## config.mk

```make
export PLATFORM = sky130hd
export DESIGN_NAME = dispatch_rs_allocator
export DESIGN_NICKNAME = d
export VERILOG_FILES = /design/src/rtl/dispatch_rs_allocator.sv
export SDC_FILE = /design/constraint.sdc
export NUM_CORES = 1
export LEC_CHECK = 0
export ABC_AREA = 0
export CORE_ASPECT_RATIO = 0.8
export CORE_UTILIZATION = 35
export CTS_CLUSTER_DIAMETER = 150
export DETAILED_ROUTE_END_ITERATION = 12
export HOLD_SLACK_MARGIN = 0.02
export PLACE_DENSITY = 0.55
export SLEW_MARGIN = 20
export SYNTH_ARGS = -nofsm -noshare
export SYNTH_HDL_FRONTEND = slang
export SYNTH_SLANG_ARGS = --single-unit
```

## constraint.sdc

```tcl
create_clock -name clk -period 5.71 [get_ports clk]
set_input_delay 1.142 -clock clk [delete_from_list [all_inputs] [get_ports clk]]
set_output_delay 1.142 -clock clk [all_outputs]
set_load 0.005 [all_outputs]
```

## src/rtl/dispatch_rs_allocator.sv

```systemverilog
`default_nettype none
// ============================================================================
//  Module   : dispatch_rs_allocator
//  Purpose  : Multi-lane reservation-station entry allocator. Grants in-order
//             dispatch lanes a free entry in their target FU bank, tracks
//             per-bank occupancy, frees entries on scheduler issue, and
//             clears all banks on flush.
//  Revision : 1.0  initial release
// ============================================================================
module dispatch_rs_allocator #(
    parameter  int NUM_FUS      = 4,
    parameter  int RS_ENTRIES   = 8,
    parameter  int DISP_WIDTH   = 2,
    parameter  int AFULL_THRESH = 6,
    localparam int FU_W         = $clog2(NUM_FUS),
    localparam int ENT_W        = $clog2(RS_ENTRIES),
    localparam int CNT_W        = $clog2(RS_ENTRIES + 1)
) (
    input  logic                        clk,
    input  logic                        rst_n,
    input  logic                        flush_i,
    input  logic [DISP_WIDTH-1:0]       lane_valid_i,
    input  logic [DISP_WIDTH*FU_W-1:0]  lane_fu_i,
    output logic [DISP_WIDTH-1:0]       lane_ready_o,
    output logic [DISP_WIDTH*ENT_W-1:0] lane_entry_o,
    input  logic [NUM_FUS-1:0]          rel_valid_i,
    input  logic [NUM_FUS*ENT_W-1:0]    rel_entry_i,
    output logic [NUM_FUS-1:0]          rs_full_o,
    output logic [NUM_FUS-1:0]          rs_afull_o,
    output logic [NUM_FUS*CNT_W-1:0]    rs_count_o
);

    // Occupancy state
    logic [NUM_FUS-1:0][RS_ENTRIES-1:0] busy_q, busy_d;
    logic [NUM_FUS-1:0][CNT_W-1:0]      count_q, count_d;

    // Grant scan working state
    logic [NUM_FUS-1:0][RS_ENTRIES-1:0] w_taken;
    logic [NUM_FUS-1:0][CNT_W-1:0]      w_grant_cnt;
    logic                               w_blocked;
    logic                               w_found;
    logic [FU_W-1:0]                    w_fu;
    logic [ENT_W-1:0]                   w_sel;
    logic [ENT_W-1:0]                   w_rel_e;
    logic                               w_rel_ok;

    // In-order lane scan: each lane takes the lowest entry still free after
    // lower lanes; the first valid lane that cannot be served stops the scan.
    always_comb begin
        w_taken      = busy_q;
        w_grant_cnt  = '0;
        w_blocked    = !rst_n || flush_i;
        w_found      = 1'b0;
        w_fu         = '0;
        w_sel        = '0;
        lane_ready_o = '0;
        lane_entry_o = '0;
        for (int i = 0; i < DISP_WIDTH; i++) begin
            w_fu    = lane_fu_i[i*FU_W +: FU_W];
            w_found = 1'b0;
            w_sel   = '0;
            if (lane_valid_i[i] && !w_blocked) begin
                if (int'(w_fu) < NUM_FUS) begin
                    // Descending scan so the last hit is the lowest free index
                    for (int e = RS_ENTRIES - 1; e >= 0; e--) begin
                        if (!w_taken[w_fu][e]) begin
                            w_found = 1'b1;
                            w_sel   = ENT_W'(e);
                        end
                    end
                end
                if (w_found) begin
                    lane_ready_o[i]                  = 1'b1;
                    lane_entry_o[i*ENT_W +: ENT_W]   = w_sel;
                    w_taken[w_fu][w_sel]             = 1'b1;
                    w_grant_cnt[w_fu]                = w_grant_cnt[w_fu] + CNT_W'(1);
                end else begin
                    w_blocked = 1'b1;
                end
            end
        end
    end

    // Next occupancy: grants set bits, releases of busy entries clear them.
    // Releases act on busy_q only, so a freed entry is never re-granted in
    // the same cycle.
    always_comb begin
        busy_d   = w_taken;
        count_d  = count_q;
        w_rel_e  = '0;
        w_rel_ok = 1'b0;
        if (flush_i) begin
            busy_d  = '0;
            count_d = '0;
        end else begin
            for (int f = 0; f < NUM_FUS; f++) begin
                w_rel_e  = rel_entry_i[f*ENT_W +: ENT_W];
                w_rel_ok = rel_valid_i[f] && busy_q[f][w_rel_e];
                if (w_rel_ok) begin
                    busy_d[f][w_rel_e] = 1'b0;
                end
                count_d[f] = count_q[f] + w_grant_cnt[f] - CNT_W'(w_rel_ok);
            end
        end
    end

    // State registers with synchronous active-low reset
    always_ff @(posedge clk) begin
        if (!rst_n) begin
            busy_q  <= '0;
            count_q <= '0;
        end else begin
            busy_q  <= busy_d;
            count_q <= count_d;
        end
    end

    generate
        for (genvar f = 0; f < NUM_FUS; f++) begin : g_bank
            assign rs_count_o[f*CNT_W +: CNT_W] = count_q[f];
            assign rs_full_o[f]  = (count_q[f] == CNT_W'(RS_ENTRIES));
            assign rs_afull_o[f] = (count_q[f] >= CNT_W'(AFULL_THRESH));

            // A scheduler must only free entries it actually holds
            a_rel_busy : assert property (@(posedge clk) disable iff (!rst_n)
                (rel_valid_i[f] && !flush_i) |-> busy_q[f][rel_entry_i[f*ENT_W +: ENT_W]]);
        end
    endgenerate

endmodule
`default_nettype wire
```

==> impl_metrics.toml <==
[logic_synthesis]
syn_inst = 483
ys_seq_area_share_pct = 23.5
avgSynthCellArea_um2 = 8.45
synthArstFlopShare_pct = 0
synth_edf_count = 0
ys_types = 54
mappedNetlistArea_um2 = 4080
ys.flop_type = "dfxtp_1"
synth_nets = 540
synth-seq-cells = 48
yosysWarnings = 0

[global_route]
grt_pass1_wl_mm = 23.4
grt_pass1_vias = 4210
grt_use_total_pct = 26.2
antenna_found_initial = 0
grt_max_degree = 35
grt_overflow = 0

[worst_setup_path]
critPathLaunchType = "input port"
startpoint = "lane_fu_i[0]"
reg2reg_slack_ns = 1.42
cp_num_buf_inv = 5
critical_path.top_delay_family = "buffers and inverters"
cp-end-kind = "output pin"
slowest_delay_ns = 0.55
crit_chain = "dlygate4sd2_1, buf_4, mux4_2, nand2_1, a21oi_1, buf_4, o41ai_1, nand4_1, buf_4, a21oi_1, o21ai_0, a311oi_1, clkdlybuf4s50_1"
path_class = "input port to output pin"
r2r-start = "busy_q[25]$_SDFF_PP0_"
crit_required_ns = 4.57
worstPathMaxFanout = 9
worstPathArrival_ns = 4.39
cp_slowest_cell = "mux4_2"
crit_top_cell = "buf_4"

[floorplanning]
die_h_um = 98.6
core-area_um2 = 11100
die_x_um = 123
io-pin-count = 57
initial_core_util_pct = 36.8
rows = 34
dieArea_um2 = 12100

[finish]
nets = 658
area_delta_synth_final_pct = 33.9
diodes = 0
mostFrequentLayoutCell = "buf_4"
mostFrequentLayoutCells = "buf_4, clkdlybuf4s50_1, a21oi_1, dfxtp_1, nand2_1"
drive_above_1_share_pct = 20.8
post-route-util_pct = 49.2

[placed_design]
pre_cts_slack_ns = -0.0801
io_buffers = 56
gp_congestion = 1.00
dp_hpwl_mm = 12.2

[timing]
slew-limit-headroom_pct = 54.1
timing.hold.ws_ns = 0.618
drv_slew = 0
layout_min_cycle_time_ns = 5.53
min_period_over_period_pct = 96.9
tns_ns = 0
setup_slack_ns = 0.177
finalHoldViolations = 0
finClkSkew_ns = 0.00687
max_freq_mhz = 181
rsz0062_at_grt = "no"
finalSetupViolCount = 0
max_slew.worst_pin.slew_ns = 0.682

[pwr]
p_total_uw = 770
powerDensity_nw_per_um2 = 141
irDropWorstVdd_mv = 0.134
p_leak_nw = 2.10

[detailed_routing]
drtIter0Drc = 397
antenna_left = 0
vias = 4353
drc = 0
dr.pass1.iters = 6
vias_per_cell = 5.84
wl_per_cell_um = 20.1
drt_wl_total_mm = 15.0

[clocking]
cts_tree = "built"
ctsHtreeMaxLevel = 2
clkLatencyLatePin_ns = 0.30
cts.root.buffer_cell = "clkbuf_16"
cts_num_sinks = 48
cts_setup_buffers = 0
clock_path_buffers = 2
path_clk_slew_ns = 0.07
cts_buffers = 5

[flow_run]
cap_violations = 0

[min_path]
hp-start = "busy_q[0]$_SDFF_PP0_"
holdCritPathClass = "register to register"

[run_status]
outcome = "finished, final reports clean"
path summary, 6_finish.rpt:
check | cells after the start | end
hold reg to reg | 2 | busy_q[0]$_SDFF_PP0_
setup / recovery | 13 | lane_entry_o[3]
hold / removal | 2 | busy_q[0]$_SDFF_PP0_
setup reg to reg | 16 | rs_count_o[10]$_SDFF_PP0_
power by group:
part	switching (mW)	internal [mW]
clock	0.148	0.176
combinational	0.0582	0.0510
sequential	0.00170	0.336
total	0.208	0.562
per-stage QoR:
stage                     instances  cell area [um2]
after floorplan                 483             4080
final                           746             5470
after global routing            746             5470
after CTS                       746             5470
after global placement          738             5310
after detailed placement        738             5310
tightest hold or removal path, cell delays in order, from the launching register on:
cell and delay [ns]:
dfxtp_1 0.37, a21oi_1 0.14, a21oi_1 0.07
sequential cells by signal, summed over array words and instances (netlist names):
signal      cells
busy_q         32
rs_count_o     16
layer usage:
layer | GRT usage, % | share of wire (%)
met1 | 37.2 | 46
met2 | 37.4 | 41
met3 | 6.60 | 10
met4 | 10.8 | 3.5
met5 | 0 | 0
cell usage after synthesis (4+ instances only):
library cell,number,share of area [%]
o21ai_2,4,0.86
nand2_1,38,3.5
a41oi_1,4,0.86
nor3_1,9,1.1
and3_1,7,1.1
o211ai_1,11,2.0
nor2_1,31,2.9
xor2_1,6,1.3
mux2i_1,5,1.2
fa_1,4,2.0
mux4_2,23,13
o221ai_1,8,1.7
inv_1,36,3.3
nand3_1,11,1.3
or2_2,4,0.61
nor3b_1,5,0.92
and2_1,8,1.2
clkbuf_1,13,1.2
xnor2_1,8,1.7
ha_1,28,8.6
o21ai_0,18,2.2
dfxtp_1,48,24
buf_2,6,0.74
a31oi_1,15,2.3
nand2b_1,15,2.3
a21o_1,7,1.3
o311ai_0,4,0.86
nor2b_1,10,1.5
a21oi_1,53,6.5
o31ai_1,5,0.92
kinds of logic (layout without fill, tap and decap cells):
logic type / count (synthesis) / in the layout / synth area share (%)
XOR/XNOR: 14 / 14 / 3.00
adder cells (fa/ha/maj): 32 / 32 / 10.5
multiplexers: 28 / 28 / 13.9
flip-flops: 48 / 48 / 23.5
AND/OR/NAND/NOR: 158 / 158 / 20.1
buffers and inverters: 59 / 178 / 5.89
AO/OA/AOI/OAI: 144 / 144 / 23.0
timing repair:
item	4_1_cts	5_1_grt
hold buffers	0	0
gates resized for setup	3	0
endpoints found under the setup margin	3	0
area by class of cell:
type / count / area (um2)
Clock inverter: 2 / 13.8
Timing Repair Buffer: 133 / 1150
Clock buffer: 6 / 139
Sequential cell: 48 / 961
Inverter: 37 / 139
Tap cell: 144 / 180
Fill cell: 1061 / 5640
Multi-Input combinational cell: 376 / 2880
(Power assumes the default switching activity.)
